### config.mk
export PLATFORM = sky130hd
export DESIGN_NAME = uart_frame_ctrl
export DESIGN_NICKNAME = d
export VERILOG_FILES = /design/src/rtl/uart_frame_pkg.sv /design/src/rtl/frame_timeout_ctr.sv /design/src/rtl/uart_frame_ctrl.sv
export SDC_FILE = /design/constraint.sdc
export NUM_CORES = 1
export LEC_CHECK = 0
export ABC_AREA = 1
export BUFFER_PORTS_ARGS = -buffer_cell sky130_fd_sc_hd__clkbuf_2
export CORE_MARGIN = 5
export CORE_UTILIZATION = 50
export DETAILED_ROUTE_END_ITERATION = 8
export GPL_TIMING_DRIVEN = 0
export PLACE_DENSITY = 0.79
export REMOVE_ABC_BUFFERS = 1
export SLEW_MARGIN = 20
export SYNTH_ARGS = -nofsm -noshare
export SYNTH_HDL_FRONTEND = slang
export SYNTH_HIERARCHICAL = 1
export SYNTH_SLANG_ARGS = --single-unit
### constraint.sdc
create_clock -name clk -period 7.4 [get_ports clk]
set_input_delay 1.48 -clock clk [delete_from_list [all_inputs] [get_ports clk]]
set_output_delay 1.48 -clock clk [all_outputs]
set_load 0.01 [all_outputs]
### src/rtl/uart_frame_pkg.sv
// Shared constants for the UART frame controller: sync/command bytes,
// error codes and the frame-parser state encoding.
// Contents: SYNC_BYTE, CMD_K, CMD_X, ERR_* codes, state_t.
package uart_frame_pkg;

    localparam logic [7:0] SYNC_BYTE = 8'hA5;
    localparam logic [7:0] CMD_K     = 8'h01;
    localparam logic [7:0] CMD_X     = 8'h02;

    localparam logic [1:0] ERR_BADCMD  = 2'd0;
    localparam logic [1:0] ERR_CSUM    = 2'd1;
    localparam logic [1:0] ERR_TIMEOUT = 2'd2;
    localparam logic [1:0] ERR_OVERRUN = 2'd3;

    typedef enum logic [2:0] {
        ST_IDLE    = 3'd0,
        ST_CMD     = 3'd1,
        ST_PAYLOAD = 3'd2,
        ST_CSUM    = 3'd3,
        ST_HOLD    = 3'd4
    } state_t;

endpackage

### src/rtl/frame_timeout_ctr.sv
// Inter-byte idle counter; flags expiry when it sits at TIMEOUT_CLKS-1.
// Latency: expired is combinational from the count register.
// Backpressure: none; counts while enable=1, held at zero otherwise.
// Ports: clk, rst (async, active-high), clear (restart from zero),
//        enable (count while high), expired (terminal count reached).
module frame_timeout_ctr #(
    parameter int TIMEOUT_CLKS = 4096
) (
    input  logic clk,
    input  logic rst,
    input  logic clear,
    input  logic enable,
    output logic expired
);

    localparam int W = $clog2(TIMEOUT_CLKS);
    localparam logic [W-1:0] TERM = W'(TIMEOUT_CLKS - 1);

    logic [W-1:0] count;

    always_ff @(posedge clk or posedge rst) begin
        if (rst) begin
            count <= '0;
        end else if (clear || !enable) begin
            count <= '0;
        end else if (count != TERM) begin
            count <= count + 1'b1;
        end
    end

    assign expired = enable && (count == TERM);

endmodule

### src/rtl/uart_frame_ctrl.sv
// Parses sync/cmd/payload/checksum frames from the UART byte stream into K/X payloads.
// Latency: k_valid/x_valid rise one clock after the checksum byte strobe.
// Backpressure: payload held in HOLD until ready; bytes arriving meanwhile are dropped as OVERRUN.
// Ports: clk, rst (async, active-high); s_valid/s_data byte input;
//        k_valid/k_ready/k_data and x_valid/x_ready/x_data payload outputs;
//        err_pulse/err_code error strobe; busy (parser not idle).
module uart_frame_ctrl
    import uart_frame_pkg::*;
#(
    parameter int BYTES_K      = 4,
    parameter int BYTES_X      = 2,
    parameter int TIMEOUT_CLKS = 4096
) (
    input  logic                 clk,
    input  logic                 rst,
    input  logic                 s_valid,
    input  logic [7:0]           s_data,
    output logic                 k_valid,
    input  logic                 k_ready,
    output logic [8*BYTES_K-1:0] k_data,
    output logic                 x_valid,
    input  logic                 x_ready,
    output logic [8*BYTES_X-1:0] x_data,
    output logic                 err_pulse,
    output logic [1:0]           err_code,
    output logic                 busy
);

    localparam int BMAX = (BYTES_K > BYTES_X) ? BYTES_K : BYTES_X;
    localparam int CW   = (BMAX > 1) ? $clog2(BMAX) : 1;
    localparam logic [CW-1:0] K_LAST = CW'(BYTES_K - 1);
    localparam logic [CW-1:0] X_LAST = CW'(BYTES_X - 1);

    state_t              state;
    logic                is_k;
    logic [CW-1:0]       cnt;
    logic [7:0]          csum;
    logic [8*BMAX-1:0]   pay_buf;
    logic                expired;
    logic                tmo_en;
    logic                handshake;

    assign tmo_en    = (state == ST_CMD) || (state == ST_PAYLOAD) || (state == ST_CSUM);
    assign handshake = (k_valid && k_ready) || (x_valid && x_ready);

    // Every in-frame state is entered either from a state where the counter is
    // disabled (and therefore zero) or on a byte, so clearing on bytes alone
    // also covers the clear-on-state-entry requirement.
    frame_timeout_ctr #(
        .TIMEOUT_CLKS (TIMEOUT_CLKS)
    ) u_tmo (
        .clk     (clk),
        .rst     (rst),
        .clear   (s_valid),
        .enable  (tmo_en),
        .expired (expired)
    );

    always_ff @(posedge clk or posedge rst) begin
        if (rst) begin
            state     <= ST_IDLE;
            is_k      <= 1'b0;
            cnt       <= '0;
            csum      <= '0;
            pay_buf   <= '0;
            k_valid   <= 1'b0;
            k_data    <= '0;
            x_valid   <= 1'b0;
            x_data    <= '0;
            err_pulse <= 1'b0;
            err_code  <= '0;
            busy      <= 1'b0;
        end else begin
            err_pulse <= 1'b0;
            err_code  <= '0;

            case (state)
                ST_IDLE: begin
                    if (s_valid && s_data == SYNC_BYTE) begin
                        state <= ST_CMD;
                        busy  <= 1'b1;
                    end
                end

                ST_CMD: begin
                    if (s_valid) begin
                        csum <= s_data;
                        cnt  <= '0;
                        if (s_data == CMD_K) begin
                            is_k  <= 1'b1;
                            state <= ST_PAYLOAD;
                        end else if (s_data == CMD_X) begin
                            is_k  <= 1'b0;
                            state <= ST_PAYLOAD;
                        end else begin
                            err_pulse <= 1'b1;
                            err_code  <= ERR_BADCMD;
                            state     <= ST_IDLE;
                            busy      <= 1'b0;
                        end
                    end else if (expired) begin
                        err_pulse <= 1'b1;
                        err_code  <= ERR_TIMEOUT;
                        state     <= ST_IDLE;
                        busy      <= 1'b0;
                    end
                end

                ST_PAYLOAD: begin
                    if (s_valid) begin
                        // Byte n lands in lane n so the first byte ends up in [7:0]
                        // for either payload length.
                        for (int i = 0; i < BMAX; i++) begin
                            if (cnt == CW'(i)) begin
                                pay_buf[8*i +: 8] <= s_data;
                            end
                        end
                        csum <= csum + s_data;
                        if (cnt == (is_k ? K_LAST : X_LAST)) begin
                            state <= ST_CSUM;
                        end else begin
                            cnt <= cnt + 1'b1;
                        end
                    end else if (expired) begin
                        err_pulse <= 1'b1;
                        err_code  <= ERR_TIMEOUT;
                        state     <= ST_IDLE;
                        busy      <= 1'b0;
                    end
                end

                ST_CSUM: begin
                    if (s_valid) begin
                        if (s_data == csum) begin
                            if (is_k) begin
                                k_data  <= pay_buf[8*BYTES_K-1:0];
                                k_valid <= 1'b1;
                            end else begin
                                x_data  <= pay_buf[8*BYTES_X-1:0];
                                x_valid <= 1'b1;
                            end
                            state <= ST_HOLD;
                        end else begin
                            err_pulse <= 1'b1;
                            err_code  <= ERR_CSUM;
                            state     <= ST_IDLE;
                            busy      <= 1'b0;
                        end
                    end else if (expired) begin
                        err_pulse <= 1'b1;
                        err_code  <= ERR_TIMEOUT;
                        state     <= ST_IDLE;
                        busy      <= 1'b0;
                    end
                end

                ST_HOLD: begin
                    if (handshake) begin
                        k_valid <= 1'b0;
                        x_valid <= 1'b0;
                        // A byte coinciding with the handshake is treated as an IDLE byte.
                        if (s_valid && s_data == SYNC_BYTE) begin
                            state <= ST_CMD;
                        end else begin
                            state <= ST_IDLE;
                            busy  <= 1'b0;
                        end
                    end else if (s_valid) begin
                        err_pulse <= 1'b1;
                        err_code  <= ERR_OVERRUN;
                    end
                end

                default: begin
                    state <= ST_IDLE;
                    busy  <= 1'b0;
                end
            endcase
        end
    end

endmodule

==> results of run 1 <==
==> routing by layer <==
layer,routed length (µm),vias up,global-route usage (%)
met4,216,0,6.09
met2,5360,151,30.3
met5,0,-,0
met3,654,18,4.06
met1,5240,2108,25.2
li1,-,2149,-
==> final timing paths <==
check	startpoint	to	slack [ps]
setup / recovery	s_data[2]	k_data[14]	4020
setup reg to reg	csum[2]	k_data[14]	4870
hold reg to reg	k_data[23]	k_data[23]	480
min in group asynchronous	rst	err_code[0]	1080
max in group asynchronous	rst	k_data[1]	5690
hold / removal	k_data[23]	k_data[23]	480
==> flip-flops by register name, indices dropped and copies added, names as in the netlist <==
register	cells
state	3
csum	8
k_data	32
cnt	2
pay_buf	32
x_data	16
err_code	2
busy	1
err_pulse	1
x_valid	1
is_k	1
u_tmo/count	12
k_valid	1
==> critical path, stage by stage <==
cell and delay [ps]:
clkbuf_2 120, ha_1 370, nor2_1 110, nand2_1 70, nor2_1 200, nand3_2 160
inv_4 200, nand2_2 530, o21ai_0 380
==> through the flow <==
stage / total power, µW / hold slack [ps]
finish: 1550 / 480
global route: 1670 / 500
CTS: 1560 / 486
detailed placement: 1210 / 462
global placement: 1180 / 457
floorplan: 1100 / 453
==> logic make-up (layout without fill, tap and decap cells) <==
logic type / count (synthesis) / after routing / share of synthesized area, %
AOI/OAI and AO/OA: 104 / 104 / 10.5
xor gates and xnor gates: 3 / 3 / 0.637
buffers and inverters: 85 / 151 / 7.36
adders and majority gates: 13 / 13 / 3.21
DFF: 112 / 112 / 52.8
and+or+nand+nor: 313 / 313 / 25.4
==> power by group through the flow <==
stage | combinational [µW] | sequential [µW] | clock [µW]
after floorplan | 310 | 788 | 0
after global placement | 385 | 796 | 0
after detailed placement | 409 | 800 | 0
after CTS | 412 | 789 | 356
after global routing | 484 | 803 | 380
final | 412 | 791 | 348
==> layout by cell type, fill, tap and decap left out, types with 2 or more instances in the layout <==
master	instances
nor2_4	4
nand2_2	2
o21ai_1	11
o21ai_0	69
clkbuf_8	10
a21oi_1	11
clkinv_2	2
or2_2	3
inv_6	2
a21o_1	2
clkinv_4	2
nand3_1	49
dfrtp_1	112
inv_1	64
o21ai_2	4
ha_1	12
xor2_1	2
nand4_1	9
clkbuf_2	66
o211ai_1	2
nand2_1	204
a31oi_1	2
nand3_2	4
nor2_1	33
==> cell type report <==
type,instances,area (µm²)
clock buffer,10,138
clock inverter,6,50.0
fill,936,4430
inverter,68,264
multi-input combinational,433,2110
sequential,112,2800
tap,136,170
timing repair buffer,67,358
==> flow_metrics.tcl, run 1 <==
set metrics [dict create \
    status "completed" \
    p_int_uw 1000 \
    setup_viol 0 \
    power_density_nw_per_um2 263 \
    end_kind "flip-flop" \
    finalMaxSlewViolations 0 \
    grt_pass1_wl_um 19800 \
    ff2ff_path_depth 8 \
    syn_inst 630 \
    drcViolationCount 0 \
    power.switching_uw 549 \
    holdPathStages 2 \
    worst_setup_path_start_kind "input pin" \
    yosysSeqAreaShare_pct 52.8 \
    io_buffers 66 \
    ios 67 \
    fin_util_pct 57.1 \
    fin_ws_ps 4020 \
    combPwrFrac_pct 26.6 \
    synth_ff_type "dfrtp_1" \
    synth_enable_flop_cells 0 \
    cts_resized 0 \
    clkLatencyLatePin_ps 370 \
    worst_pin_slew_ps 871 \
    grt_max_degree 65 \
    synth_area_um2 5300 \
    worstSetupPathType "input pin to flip-flop" \
    avgSynthCellArea_um2 8.42 \
    yosys-top-cells-area "dfrtp_1 53%, nand2_1 14%, o21ai_0 6.5%" \
    cts_made_buffers 9 \
    placed_area_um2 5710 \
    die_area_um2 12800 \
    num_vias 4426 \
    p_clk_share_pct 22.4 \
    pre_cts_ws_ps 3630 \
    hpwlAfterDp_um 8360 \
    grtUsageTotal_pct 18.7 \
    grt_setup_unrepaired "false" \
    dp.cells 816 \
    synth.most_common_cell "nand2_1" \
    holdBufCountCts 0 \
    cts.sinks 112 \
    overflow 0 \
    post_cts_buffers 0 \
    fin_nets 717 \
    tritoncts "done" \
    pwr-share-seq_pct 51.0 \
    yosysTopAreaCellShare_pct 52.8 \
    core_um2 10300 \
    grt_pass1_vias 4311 \
    setup-tns-final_ps 0 \
    postRouteAntennaNets 0 \
    initial_core_util_pct 51.4 \
    totalWireLength_um 11500 \
    final.setup_skew_ps 16.0 \
    drive_gt1_share_pct 15.7 \
    antenna_found_initial 0 \
    final_hold_viol_count 0 \
    wl_per_cell_um 13.8 \
    irDropWorstVdd_mv 0.120 \
    clk_path_buf_depth 2 \
    period_share_pct 45.7 \
    ys_seq_elements 112 \
    die_w_um 113 \
    gp_congestion 0.848 \
    min_path_type "flip-flop to flip-flop" \
    synthToLayoutAreaGrowth_pct 11.1 \
    die_h_um 113 \
    swShare_pct 35.4 \
    cp_max_fo 48 \
    layoutNonFillerInstCount 832 \
    cp_data_arrival_time_ps 3650 \
    n_antenna_cell 0 \
    vias_per_cell 5.32 \
    drt-pass1-iter-count 6 \
    ys_warn_count 6 \
    cts_root_buffer "clkbuf_8" \
    yosys-top-cells-count "204 x nand2_1, 112 x dfrtp_1, 69 x o21ai_0, 65 x inv_1, 49 x nand3_1" \
    fmax_ghz 0.296 \
    rows 37 \
    min_period_ps 3380 \
    max-cap-violations 0 \
    final_area_um2 5890 \
    clkSlewWorstSetupHoldPaths_ps 100 \
    slew_headroom_pct 41.7 \
    synth-async-reset-ratio_pct 100 \
    h-tree-depth 3 \
    worst_ep_required_time_ps 7660 \
    drtIter0Drc 267 \
    p_leak_uw 0.00312 \
    synthDistinctLibCells 37 \
    synth_top_area_cell "dfrtp_1" \
]
Power figures use the tool's default switching activity.
==> run 2, diff against run 1 <==
Settings changed: PLACE_DENSITY 0.79 to 0.82.
Clock period 7.4 ns to 2.8 ns, I/O delays scaled along.
==> run 2 against run 1 <==
  * Register-to-register slack worse by 4500 ps
  * Sequential power rose to 2.6 times the previous value
  * Flip-flop and latch count did not move
  * Combinational power grew to 2.6 times the previous value
  * Wire length rose by 0.51%
  * Core utilization is 0.29 points higher
  * Clock-buffer cell count is 1 lower
  * Sequential share of layout area shrank 0.24 points
  * Critical path depth down 1
  * Die area is the same
  * Largest cell class unchanged
==> flow_metrics.tcl, run 2 (same netlist as run 1, synthesis figures left out) <==
set metrics [dict create \
    min_path_type "input pin to async pin" \
    ios 67 \
    fin_ws_ps 340 \
    drtIter0Drc 382 \
    hpwlAfterDp_um 8380 \
    cp_max_fo 48 \
    grt_pass1_wl_um 19900 \
    drt-pass1-iter-count 5 \
    finalMaxSlewViolations 0 \
    r2r-start "csum[5]" \
    clkLatencyLatePin_ps 380 \
    top_regs "k_data x32, pay_buf x32, x_data x16" \
    setup_viol 0 \
    die_h_um 113 \
    rows 37 \
    placed_area_um2 5710 \
    cts.sinks 112 \
    final_hold_viol_count 0 \
    drcViolationCount 0 \
    totalWireLength_um 11500 \
    worst_setup_path_start_kind "flip-flop" \
    ff2ff_path_depth 8 \
    clkSlewWorstSetupHoldPaths_ps 110 \
    worst_pin_slew_ps 867 \
    die_w_um 113 \
    vias_per_cell 5.26 \
    num_vias 4373 \
    r2r_end "k_data[13]" \
    final_area_um2 5920 \
    irDropWorstVdd_mv 0.274 \
    gp_congestion 0.843 \
    end_kind "flip-flop" \
    h-tree-depth 3 \
    p_leak_uw 0.00313 \
    hold_ws_ps 191 \
    status "completed" \
    wl_per_cell_um 13.9 \
    grt_setup_unrepaired "false" \
    io_buffers 66 \
    dp.cells 816 \
    power_density_nw_per_um2 716 \
    antenna_found_initial 0 \
    pre_cts_ws_ps -12.5 \
    max-cap-violations 0 \
    n_antenna_cell 0 \
    clk_path_buf_depth 2 \
    layoutNonFillerInstCount 832 \
    slew_headroom_pct 42.0 \
    overflow 0 \
    cp_data_arrival_time_ps 2750 \
    nFillCells 917 \
    grt_pass1_vias 4240 \
    tritoncts "done" \
    fin_nets 717 \
    final.setup_skew_ps 11.3 \
    die_area_um2 12800 \
    core_um2 10300 \
    grtUsageTotal_pct 19.2 \
    setup-tns-final_ps 0 \
    cts_root_buffer "clkbuf_8" \
    worst_ep_required_time_ps 3090 \
    holdBufCountCts 0 \
    grt_max_degree 53 \
    period_share_pct 87.9 \
    initial_core_util_pct 51.4 \
    drive_gt1_share_pct 15.7 \
    worstSetupPathType "flip-flop to flip-flop" \
    post_cts_buffers 0 \
    min_period_ps 2460 \
    cts_made_buffers 9 \
    fmax_ghz 0.407 \
    postRouteAntennaNets 0 \
    cts_resized 0 \
    rrSetupSlack_ps 340 \
    final_common_cell "nand2_1" \
    layout_common_cells "204 x nand2_1, 112 x dfrtp_1, 69 x o21ai_0" \
    synthToLayoutAreaGrowth_pct 11.7 \
]
[run 2: final cells by class]
class,instances,area [µm²],share of cell area [%]
clock buffer,9,124,2.09
clock inverter,7,93.8,1.58
inverter,68,264,4.46
multi-input combinational,433,2110,35.6
sequential,112,2800,47.3
tap,136,170,2.87
timing repair buffer,67,358,6.04
[run 2: worst max path at each step]
stage,from,endpoint,cells after the start
after CTS,csum[2],k_data[13],8
after global placement,rst,k_data[9],2
final,csum[5],k_data[13],8
after global routing,csum[5],k_data[15],8
after detailed placement,s_data[2],k_data[13],9
after floorplan,rst,busy,1
[run 2: critical path, cell delays in order, from the launching register on]
cell and delay (ps):
dfrtp_1 410, ha_1 340, nor2_1 110, nand2_1 60
nor2_1 160, nand3_2 150, inv_4 200, nand2_2 520
o21ai_0 380
[run 2: through the flow]
step	power, µW	utilization (%)
finish	4240	57.4
global route	4560	57.4
CTS	4270	57.4
detailed placement	3210	55.3
global placement	3130	55.0
floorplan	2900	-
[run 2: routing by layer]
layer	wire (µm)	up-vias	track usage, %
li1	-	2149	-
met1	5290	2075	26.3
met2	5320	124	29.9
met3	623	25	3.53
met4	288	0	8.57
met5	0	-	0
[run 2: power breakdown]
| group | internal [µW] | leakage [µW] | switching, µW |
|---|---|---|---|
| combinational | 388 | 0.00151 | 702 |
| sequential | 1900 | 0.00152 | 194 |
| clock | 504 | 0.000106 | 553 |
| total | 2790 | 0.00313 | 1450 |
==> run 3, diff against run 2 <==
Settings changed: REMOVE_ABC_BUFFERS 1 to default, SYNTH_HIERARCHICAL 1 to default.
==> run 3 against run 2 <==
  * Critical path depth grew 1
  * Fmax grew 26%
  * Die area grew 1.3%
  * Sequential power shrank 4%
  * Area after synthesis grew 1.5%
  * Critical path type unchanged
  * Worst setup slack gained 510 ps
  * Core utilization grew 1.8 points
  * Hold slack lost 13 ps
  * Total power shrank 5.0%
  * Final area grew 4.1%
  * Global-route usage grew 0.42 points
==> flow_metrics.tcl, run 3 <==
set metrics [dict create \
    final.setup_skew_ps 14.2 \
    ff2ff_path_depth 9 \
    yosys-top-cells-count "175 x nand2_1, 112 x dfrtp_1, 81 x inv_1, 49 x o21ai_0" \
    ios 67 \
    synth_enable_flop_cells 0 \
    wl_per_cell_um 14.4 \
    totalWireLength_um 12100 \
    r2r-start "csum[3]" \
    fin_util_pct 59.2 \
    core_um2 10400 \
    layout_common_cells "175 x nand2_1, 112 x dfrtp_1, 80 x inv_1" \
    dp.cells 825 \
    fin_ws_ps 855 \
    fin_nets 726 \
    overflow 0 \
    min_period_ps 1940 \
    synth_area_um2 5380 \
    max-cap-violations 0 \
    drtIter0Drc 507 \
    synthToLayoutAreaGrowth_pct 14.6 \
    cp_max_fo 10 \
    drcViolationCount 0 \
    n_antenna_cell 0 \
    final_common_cell "nand2_1" \
    p_leak_uw 0.00314 \
    cts.sinks 112 \
    synth.most_common_cell "nand2_1" \
    tritoncts "done" \
    synth-async-reset-ratio_pct 100 \
    pre_cts_ws_ps 534 \
    io_buffers 66 \
    end_kind "flip-flop" \
    power_density_nw_per_um2 653 \
    grt_pass1_wl_um 20600 \
    yosysTopAreaCellShare_pct 52.1 \
    cp_data_arrival_time_ps 2210 \
    worst_pin_slew_ps 453 \
    rows 37 \
    holdBufCountCts 0 \
    initial_core_util_pct 51.7 \
    irDropWorstVdd_mv 0.377 \
    layoutNonFillerInstCount 841 \
    worstSetupPathType "flip-flop to flip-flop" \
    synth.net_count 645 \
    post_cts_buffers 0 \
    clk_path_buf_depth 2 \
    synth_ff_type "dfrtp_1" \
    grt_max_degree 33 \
    finalMaxSlewViolations 0 \
    clkLatencyLatePin_ps 360 \
    final_hold_viol_count 0 \
    die_w_um 114 \
    fmax_ghz 0.514 \
    rrSetupSlack_ps 860 \
    syn_inst 619 \
    clkSlewWorstSetupHoldPaths_ps 100 \
    synthDistinctLibCells 32 \
    die_h_um 114 \
    cts_made_buffers 9 \
    r2r_end "k_data[29]" \
    top_regs "k_data x32, pay_buf x32, x_data x16" \
    grtUsageTotal_pct 19.6 \
    grt_pass1_vias 4347 \
    hold_ws_ps 178 \
    drive_gt1_share_pct 22.0 \
    hpwlAfterDp_um 9220 \
    slew_headroom_pct 69.8 \
    antenna_found_initial 0 \
    cts_resized 0 \
    period_share_pct 69.5 \
    gp_congestion 0.935 \
    setup-tns-final_ps 0 \
    drt-pass1-iter-count 5 \
    worst_ep_required_time_ps 3070 \
    setup_viol 0 \
    yosysSeqAreaShare_pct 52.1 \
    cts_root_buffer "clkbuf_8" \
    die_area_um2 12900 \
    status "completed" \
    yosys-top-cells-area "dfrtp_1 52%, nand2_1 12%, inv_1 5.6%" \
    ys_warn_count 0 \
    h-tree-depth 3 \
    worst_setup_path_start_kind "flip-flop" \
    grt_setup_unrepaired "false" \
    avgSynthCellArea_um2 8.69 \
    vias_per_cell 5.29 \
    min_path_type "input pin to async pin" \
    num_vias 4448 \
    synth_top_area_cell "dfrtp_1" \
    postRouteAntennaNets 0 \
    ys_seq_elements 112 \
]
run 3: cell count changes in the layout (fill, tap and decap cells not counted), moves of 7 or more:
cell,change
buf_6,+7
nand3_1,-17
buf_2,+8
nand2_1,-29
inv_1,+16
o21ai_1,+10
o21ai_2,+28
o21ai_0,-20
run 3: critical path, stage by stage (launching register included):
cell     delay, ps
dfrtp_1        390
ha_1           260
buf_2          160
nor2_1         110
nand2_1         90
nor2_4         160
nand4_4        270
buf_6          260
nand2_1         90
o21ai_2         50
run 3: how the worst max path moves through the flow:
stage	to	cells after the start	start
5_1_grt	k_data[0]	9	csum[3]
3_5_place_dp	k_data[29]	10	s_data[3]
6_report	k_data[29]	9	csum[3]
2_1_floorplan	busy	1	rst
3_3_place_gp	x_data[7]	2	rst
4_1_cts	k_data[29]	9	csum[3]
run 3: area by class of cell:
type / count / area (µm²)
well taps: 136 / 170
fillers: 880 / 4250
plain buffers: 15 / 119
inverters: 85 / 328
repair buffers: 70 / 433
clock inverters: 6 / 42.5
multi-input cells: 407 / 2140
clock buffers: 10 / 138
flip-flops and latches: 112 / 2800
run 3: cell families (layout without fill, tap and decap cells):
kind of cell | after synthesis | in the layout | synth area share (%)
adder cells (fa/ha/maj) | 13 | 13 | 3.16
buffers and inverters | 100 | 186 | 8.23
AND/OR/NAND/NOR | 270 | 270 | 22.0
AO/OA/AOI/OAI | 119 | 119 | 13.6
flip-flops | 112 | 112 | 52.1
XOR/XNOR | 5 | 5 | 0.953
run 3: report_power, final:
| part | switching (µW) | total [µW] | internal, µW |
|---|---|---|---|
| registers | 161 | 2000 | 1840 |
| clock network | 546 | 896 | 350 |
| logic | 736 | 1130 | 396 |
| total | 1440 | 4030 | 2590 |
run 3: layer usage:
layer  vias to the layer above  track usage, %  routed length (µm)
met5                         -               0                   0
met4                         0            7.21                 251
met3                        25            3.18                 734
met2                       165            31.6                5720
met1                      2119            26.8                5440
li1                       2139               -                   -
run 3: stage by stage:
| stage | total power (µW) | cell area, µm² |
|---|---|---|
| 2_1_floorplan | 2840 | 5390 |
| 3_3_place_gp | 3070 | 5890 |
| 3_5_place_dp | 3150 | 5990 |
| 4_1_cts | 4050 | 6170 |
| 5_1_grt | 4310 | 6170 |
| 6_report | 4030 | 6170 |
